--- config.mk ---
export PLATFORM = sky130hd
export DESIGN_NAME = cla_pipe
export DESIGN_NICKNAME = d
export VERILOG_FILES = /design/src/rtl/cla_pkg.sv /design/src/rtl/clg_cell.sv /design/src/rtl/cla_pipe.sv
export SDC_FILE = /design/constraint.sdc
export NUM_CORES = 1
export LEC_CHECK = 0
export ABC_AREA = 1
export BUFFER_PORTS_ARGS = -buffer_cell sky130_fd_sc_hd__buf_2
export CORE_UTILIZATION = 40
export CTS_BUF_LIST = sky130_fd_sc_hd__clkbuf_8
export DETAILED_ROUTE_END_ITERATION = 8
export PLACE_DENSITY = 0.69
export REMOVE_ABC_BUFFERS = 1
export SYNTH_ARGS = -nofsm -noshare
export SYNTH_HDL_FRONTEND = slang
export SYNTH_SLANG_ARGS = --single-unit
export TNS_END_PERCENT = 100
--- constraint.sdc ---
create_clock -name clk -period 1.5 [get_ports clk]
set_input_delay 0.15 -clock clk [delete_from_list [all_inputs] [get_ports clk]]
set_output_delay 0.15 -clock clk [all_outputs]
set_load 0.01 [all_outputs]
--- src/rtl/cla_pkg.sv ---
// Shared constants and helpers for the pipelined carry-lookahead adder.
// Ports: none (package only).
// Provides CLA_GROUP (bits per lookahead group) and num_groups(width).
package cla_pkg;

    localparam int CLA_GROUP = 4;

    // Number of 4-bit lookahead groups needed to cover an operand of 'width' bits.
    function automatic int num_groups(input int width);
        return (width + CLA_GROUP - 1) / CLA_GROUP;
    endfunction

endpackage

--- src/rtl/clg_cell.sv ---
// 4-input carry-lookahead cell: carries into each input position plus group G/P.
// Ports: g_i/p_i per-position generate/propagate, c_i carry in;
//        c_o carry into each position (c_o[0] = c_i), g_o/p_o group generate/propagate.
module clg_cell (
    input  logic [3:0] g_i,
    input  logic [3:0] p_i,
    input  logic       c_i,
    output logic [3:0] c_o,
    output logic       g_o,
    output logic       p_o
);

    logic g_acc;

    always_comb begin
        c_o[0] = c_i;
        for (int k = 0; k < 3; k++) begin
            c_o[k+1] = g_i[k] | (p_i[k] & c_o[k]);
        end
        // Group generate: carry out of position 3 assuming zero carry in.
        g_acc = 1'b0;
        for (int k = 0; k < 4; k++) begin
            g_acc = g_i[k] | (p_i[k] & g_acc);
        end
        g_o = g_acc;
        p_o = &p_i;
    end

endmodule

--- src/rtl/cla_pipe.sv ---
// Two-stage pipelined carry-lookahead adder with valid/ready handshake on both sides.
// Ports: clk, rst_n (sync, active-low); in_valid/in_ready with a, b, c_in;
//        out_valid/out_ready with sum, c_out, g_out, p_out (and ovf when CLA_PIPE_OVERFLOW_EN is defined).
// Latency 2 cycles, one result per cycle; in_ready drops only when both stages are full and stalled.
module cla_pipe
    import cla_pkg::*;
#(
    parameter int WIDTH = 16
) (
    input  logic             clk,
    input  logic             rst_n,
    input  logic             in_valid,
    output logic             in_ready,
    input  logic [WIDTH-1:0] a,
    input  logic [WIDTH-1:0] b,
    input  logic             c_in,
    output logic             out_valid,
    input  logic             out_ready,
    output logic [WIDTH-1:0] sum,
    output logic             c_out,
    output logic             g_out,
`ifdef CLA_PIPE_OVERFLOW_EN
    output logic             ovf,
`endif
    output logic             p_out
);

    localparam int NG = num_groups(WIDTH);
    localparam int NB = (NG + CLA_GROUP - 1) / CLA_GROUP;

    // ---------------- Stage 1: bit and group generate/propagate ----------------
    logic [WIDTH-1:0] gen_bit, prop_bit, c0_bit;
    logic [NG-1:0]    grp_g, grp_p;

    assign gen_bit  = a & b;
    assign prop_bit = a ^ b;

    // c0_bit holds in-group carries assuming a zero carry into the group;
    // stage 2 adds the real group carry via the in-group propagate prefix.
    for (genvar k = 0; k < NG; k++) begin : g_l1
        clg_cell u_l1 (
            .g_i (gen_bit[CLA_GROUP*k +: CLA_GROUP]),
            .p_i (prop_bit[CLA_GROUP*k +: CLA_GROUP]),
            .c_i (1'b0),
            .c_o (c0_bit[CLA_GROUP*k +: CLA_GROUP]),
            .g_o (grp_g[k]),
            .p_o (grp_p[k])
        );
    end

    logic             s1_vld_q, s2_vld_q;
    logic [WIDTH-1:0] s1_p_q, s1_c0_q;
    logic [NG-1:0]    s1_gg_q, s1_gp_q;
    logic             s1_cin_q;

    logic s2_load, s1_adv, in_xfer;

    assign s2_load  = !s2_vld_q || out_ready;
    assign s1_adv   = s1_vld_q && s2_load;
    // Gated by rst_n so nothing is offered while reset is held.
    assign in_ready = rst_n && (!s1_vld_q || s1_adv);
    assign in_xfer  = in_valid && in_ready;

    // ---------------- Stage 2: second-level lookahead and sum ----------------
    // Unused tree inputs are padded with G=0, P=1 so they are transparent.
    logic [CLA_GROUP*NB-1:0] gg_ext, gp_ext, gc_ext;
    logic [NB-1:0]           blk_ci, blk_g, blk_p;
    logic                    tree_g, tree_p;

    always_comb begin
        gg_ext         = '0;
        gp_ext         = '1;
        gg_ext[NG-1:0] = s1_gg_q;
        gp_ext[NG-1:0] = s1_gp_q;
    end

    for (genvar j = 0; j < NB; j++) begin : g_l2
        clg_cell u_l2 (
            .g_i (gg_ext[CLA_GROUP*j +: CLA_GROUP]),
            .p_i (gp_ext[CLA_GROUP*j +: CLA_GROUP]),
            .c_i (blk_ci[j]),
            .c_o (gc_ext[CLA_GROUP*j +: CLA_GROUP]),
            .g_o (blk_g[j]),
            .p_o (blk_p[j])
        );
    end

    if (NB == 1) begin : g_tree1
        assign blk_ci = s1_cin_q;
        assign tree_g = blk_g[0];
        assign tree_p = blk_p[0];
    end else begin : g_tree2
        logic [3:0] top_g, top_p, top_c;
        always_comb begin
            top_g         = '0;
            top_p         = '1;
            top_g[NB-1:0] = blk_g;
            top_p[NB-1:0] = blk_p;
        end
        clg_cell u_top (
            .g_i (top_g),
            .p_i (top_p),
            .c_i (s1_cin_q),
            .c_o (top_c),
            .g_o (tree_g),
            .p_o (tree_p)
        );
        assign blk_ci = top_c[NB-1:0];
    end

    logic [WIDTH-1:0] carry;
    logic             pre;
    logic [WIDTH-1:0] sum_d, sum_q;
    logic             c_out_d, c_out_q, g_out_q, p_out_q;

    // Carry into bit j of group k = zero-carry-in carry | (propagate of bits below j) & group carry.
    always_comb begin
        carry = '0;
        pre   = 1'b1;
        for (int k = 0; k < NG; k++) begin
            pre = 1'b1;
            for (int j = 0; j < CLA_GROUP; j++) begin
                carry[CLA_GROUP*k+j] = s1_c0_q[CLA_GROUP*k+j] | (pre & gc_ext[k]);
                pre = pre & s1_p_q[CLA_GROUP*k+j];
            end
        end
        sum_d   = s1_p_q ^ carry;
        c_out_d = tree_g | (tree_p & s1_cin_q);
    end

`ifdef CLA_PIPE_OVERFLOW_EN
    logic ovf_d, ovf_q;
    assign ovf_d = c_out_d ^ carry[WIDTH-1];
    assign ovf   = ovf_q;

    always_ff @(posedge clk) begin
        if (!rst_n) begin
            ovf_q <= 1'b0;
        end else if (s1_adv) begin
            ovf_q <= ovf_d;
        end
    end
`endif

    always_ff @(posedge clk) begin
        if (!rst_n) begin
            s1_vld_q <= 1'b0;
            s1_p_q   <= '0;
            s1_c0_q  <= '0;
            s1_gg_q  <= '0;
            s1_gp_q  <= '0;
            s1_cin_q <= 1'b0;
            s2_vld_q <= 1'b0;
            sum_q    <= '0;
            c_out_q  <= 1'b0;
            g_out_q  <= 1'b0;
            p_out_q  <= 1'b0;
        end else begin
            if (in_xfer) begin
                s1_vld_q <= 1'b1;
                s1_p_q   <= prop_bit;
                s1_c0_q  <= c0_bit;
                s1_gg_q  <= grp_g;
                s1_gp_q  <= grp_p;
                s1_cin_q <= c_in;
            end else if (s1_adv) begin
                s1_vld_q <= 1'b0;
            end
            if (s2_load) begin
                s2_vld_q <= s1_vld_q;
            end
            // Data only moves with a real result, so it holds under stall.
            if (s1_adv) begin
                sum_q   <= sum_d;
                c_out_q <= c_out_d;
                g_out_q <= tree_g;
                p_out_q <= tree_p;
            end
        end
    end

    assign out_valid = s2_vld_q;
    assign sum       = sum_q;
    assign c_out     = c_out_q;
    assign g_out     = g_out_q;
    assign p_out     = p_out_q;

endmodule

Yosys cells after proc, flatten, opt, wreduce, memory -nomap -nowiden
Index checks and enable logic that the tools add are counted.

word-level totals
  input port bits = 37
  memory bits (read-only) = 0
  output and inout bits = 21
  word-level logic and storage cells = 99
  bits in registers = 58
  memory bits (writable) = 0
  memories = 0
  bits in latches = 0

cells by class
  $add $sub $neg = 0
  $lt $le $gt $ge = 0
  multiply operators = 0
  div/mod/pow operators = 0
  mux-type cells = 2
  reductions and logical operators = 13
  shift operators = 0
  equal/unequal tests = 0
  bitwise logic cells = 73

operator list
  kind                 count
  bitwise AND 1 bit    39
  bitwise XOR 16 bit   2
  bitwise OR 1 bit     31
  AND reduction 4 bit  5
  bitwise AND 16 bit   1
  logical AND 1 bit    3
  logical NOT 1 bit    2
  logical OR 1 bit     2
  two-way mux 1 bit    2
  nonzero test 2 bit   1

Depth between registers and ports, before layout
  word-level depth = 9
  mapped depth = 11
  mapped depth without buffers = 11

Hierarchy
A second synthesis with hierarchy kept.

unflattened totals
  cell total of the unflattened synthesis = 436
  area total of the unflattened synthesis = 3124.2 µm²

by module, submodules not included
  module    cells each  sequential area each (µm²)  area each (µm²)  times used
  cla_pipe  341         1241.2                      2705.1           1
  clg_cell  19          0.0                         83.8             5

Least setup slack after synthesis
No wires, ideal clock.

  path kind = register to register
  from = register s1_cin_q (netlist: blk_ci)
  to = register sum_q[13] (netlist: sum[13])
  setup slack = 207 ps
  clock period less this slack = 1293 ps
  data arrival time = 1171 ps
  stages on the path, launching flop included = 11
  cell sequence = dfxtp_1 > nand2_1 > nand2_2 > nand2_2 > nand2_4 > nand2_4 > nand2_4 > ha_1 > nor2_1 > xor2_1 > a21oi_1

between the ends
  longest elaborated chain between the ends = 9

RTL lines
  element                 RTL line         source
  from (decl)             cla_pipe.sv:54   logic s1_cin_q;
  from (signal assigned)  cla_pipe.sv:165  s1_cin_q <= c_in;
  bitwise AND 1 bit       clg_cell.sv:18   c_o[k+1] = g_i[k] | (p_i[k] & c_o[k]);
  bitwise OR 1 bit        clg_cell.sv:18
  bitwise AND 1 bit       clg_cell.sv:18
  bitwise OR 1 bit        clg_cell.sv:18
  bitwise AND 1 bit       clg_cell.sv:18
  bitwise OR 1 bit        clg_cell.sv:18
  bitwise AND 1 bit       cla_pipe.sv:123  carry[CLA_GROUP*k+j] = s1_c0_q[CLA_GROUP*k+j] | (pre & gc_ext[k]);
  bitwise OR 1 bit        cla_pipe.sv:123
  bitwise XOR 16 bit      cla_pipe.sv:127  sum_d = s1_p_q ^ carry;
  to (signal assigned)    cla_pipe.sv:174  sum_q <= sum_d;
  to (decl)               cla_pipe.sv:113  logic [WIDTH-1:0] sum_d, sum_q;

Every way passes these cells.
A chain may end at the register's enable or synchronous reset.

Worst setup path after layout
  from = register s1_gp_q[0] (netlist: gp_ext[0])
  to = register sum_q[13] (netlist: sum[13])

between the ends
  longest elaborated chain between the ends = 9

RTL lines
  element                 RTL line         source
  from (decl)             cla_pipe.sv:53   logic [NG-1:0] s1_gg_q, s1_gp_q;
  from (signal assigned)  cla_pipe.sv:164  s1_gp_q <= grp_p;
  bitwise AND 1 bit       clg_cell.sv:18
  bitwise OR 1 bit        clg_cell.sv:18
  bitwise AND 1 bit       clg_cell.sv:18
  bitwise OR 1 bit        clg_cell.sv:18
  bitwise AND 1 bit       clg_cell.sv:18
  bitwise OR 1 bit        clg_cell.sv:18
  bitwise AND 1 bit       cla_pipe.sv:123
  bitwise OR 1 bit        cla_pipe.sv:123
  bitwise XOR 16 bit      cla_pipe.sv:127

Every way passes these cells.

==> out/metrics.cfg <==
[sta]
fmax_mhz=719
tightest_slew_ns=0.332
rsz0062_at_grt=yes
report.final.setup_viol=0
finalClockSkew_ns=0.00619
hold_ws_ns=0.0111
slew_headroom_pct=77.9
hold_viol_final=0
period_needed_ns=1.39
period_share_pct=92.7
slew_violations=0

[synth]
ys.flop_type=dfxtp_1
netlist_top_cells_area=dfxtp_1 43%, ha_1 9.3%, nand2_1 8.3%
synth_most_common_cell=nand2_1
synth_top_cell_area_share_pct=43.3
ys_ff_latch=58
yosysSeqAreaShare_pct=43.3
yosys.area.top_type=dfxtp_1
syn_area_um2=2680
synth.avg_cell_area_um2=7.88
synthCells=340
synth-warning-count=0
synthTopCellsByCount=59 x nand2_1, 58 x dfxtp_1, 41 x a21oi_1, 31 x o21ai_0, 29 x inv_1
synth_cell_type_count=25
synth_edf_count=0
async_reset_ff_share_pct=0

[final_layout]
antenna_cells=0
stdcell_area_um2=3250
drive_above_1_share_pct=24.3
nFillCells=638
fin_nets=460
area_growth_pct=21.4

[detailed_routing]
viasPerCell=4.97
vias=2409
drc=8
wl_um=6030
first_pass_iters=6
drt_iter0_drc=130
wl_per_cell_um=12.4
postRouteAntennaNets=0

[placed_design]
hpwl_um=4310
dpl_cell_area_um2=3080
gp_congestion=0.810
port_buffers=57

[critical_path]
worstPathMaxFanout=4
end_kind=flop
reg2regPathDepth=10
crit_chain=nand2_1 -> nand2_2 -> nand2_2 -> nand2_4 -> nand2_4 -> nand2_4 -> ha_1 -> nor2_1 -> xor2_1 -> a21oi_1
critPathMostFrequentCell=nand2_4
cp.arrival_ns=1.60
crit_slowest_cell=dfxtp_1
cp_data_required_time_ns=1.71
crit_type=reg -> reg
startpoint_type=flop
slowest_delay_ns=0.32

[run]
maxCapViolCount=0

[floorplan]
fp.dieH_um=83.8
ioPinCount=58
die_w_um=83.8
rows=29
initial_core_util_pct=41.7
coreArea_um2=6420
dieArea_um2=7030

[clocking]
clkSlewWorstSetupHoldPaths_ns=0.07
cts_tree=built
cts-root-buf=clkbuf_8
insertion_delay_ns=0.34
clkSinkCount=58
cts_hold_buf=0
cts.path.max_buffers=2
htree_levels=3
cts-buffers-inserted=9
post_cts_buffers=0

[global_route]
grt_pass1_wl_um=10500
grt_usage_pct=19.0
grt_max_degree=22
grt_pass1_vias=2341
antenna_found_initial=0
grt_overflow=0

[power_and_ir_drop]
cellPowerDensity_nw_per_um2=1060
p_leak_nw=1.55
max-vdd-ir-drop_mv=0.466

[min_path]
holdPathStages=3
min-delay-path-class=in -> reg

[status]
outcome=finished with violations
violations=design-rule violations

## cells by family (layout without fill, tap and decap cells)
logic type	count (synthesis)	count (layout)	share of synthesized area (%)
adder cells (fa/ha/maj)	20	20	9.34
AO/OA/AOI/OAI	83	83	16.4
AND/OR/NAND/NOR	123	123	20.4
XOR/XNOR	9	9	2.94
flip-flops	58	58	43.3
buffers and inverters	47	115	7.61
## where the power goes
| group | internal (mW) | leakage [nW] | switching, mW | total, mW |
|---|---|---|---|---|
| sequential | 1.63 | 0.475 | 0.0545 | 1.68 |
| combinational | 0.209 | 0.986 | 0.272 | 0.480 |
| clock | 0.628 | 0.0916 | 0.641 | 1.27 |
## flip-flops by register name, indices dropped and copies added, names as in the netlist
name and count:
g_out 1, sum 16, s1_vld_q 1, p_out 1
s1_p_q 16, gg_ext 4, c_out 1, out_valid 1
s1_c0_q 12, gp_ext 4, blk_ci 1
## critical path, delay by kind of cell (launching register included)
kind	cells	cell delay [ns]
AND/OR/NAND/NOR	7	0.53
flip-flops	1	0.32
adder cells (fa/ha/maj)	1	0.17
XOR/XNOR	1	0.15
AO/OA/AOI/OAI	1	0.08
## layout by cell type, fill, tap and decap left out
cell        instances
clkbuf_8           10
a21oi_1            41
inv_2               2
buf_12              2
ha_1               20
a21o_1              2
nand2_4             4
clkinv_2            5
a21oi_2             2
nand4_1             5
xnor2_1             3
o21ai_0            30
nor2_1             27
a31oi_1             2
buf_2              57
nand2_2             5
o21ai_1             3
nand3_1            23
inv_4               1
buf_4               9
xor2_1              6
nand2_1            59
clkinvlp_4          1
a31o_2              1
o21bai_1            2
dfxtp_1            58
inv_1              28
## metrics by stage
step           instances  setup TNS, ns  setup slack (ns)  utilization, %  total power [mW]
2_1_floorplan        324              0            0.0561               -              1.99
3_3_place_gp         469              0             0.154            48.0              2.19
3_5_place_dp         469              0             0.120            48.0              2.20
4_1_cts              485              0            0.0915            50.6              3.46
5_1_grt              485        -0.0212           -0.0212            50.7              3.61
6_report             485              0             0.110            50.7              3.43
## what timing repair did
item | 4_1_cts | 5_1_grt
endpoints found under the hold margin | 0 | 0
resized for setup | 0 | 4
setup endpoints to repair | 0 | 5
## final cells by class
type | count | area (um^2) | share of cell area, %
Multi-Input combinational cell | 235 | 1310 | 40.4
Sequential cell | 58 | 1160 | 35.7
Clock buffer | 10 | 138 | 4.23
Inverter | 31 | 119 | 3.65
Clock inverter | 6 | 32.5 | 1.00
Timing Repair Buffer | 68 | 393 | 12.1
Tap cell | 77 | 96.3 | 2.96
## routing by layer
metal / part of all wire [%] / up-vias / track usage (%)
li1: - / 1249 / -
met1: 46 / 1090 / 23.4
met2: 46 / 57 / 31.0
met3: 4.9 / 13 / 3.36
met4: 2.5 / 0 / 11.6
met5: 0 / - / 0
## path summary, 6_finish.rpt
kind                                   end  slack, ns        from
worst max-delay path               sum[13]       0.11   gp_ext[0]
worst min register to register  s1_c0_q[7]       0.46  s1_c0_q[7]
worst min-delay path                blk_ci       0.01        c_in
worst max register to register     sum[13]       0.11   gp_ext[0]
Note: power is estimated with default switching activity, not from simulation.
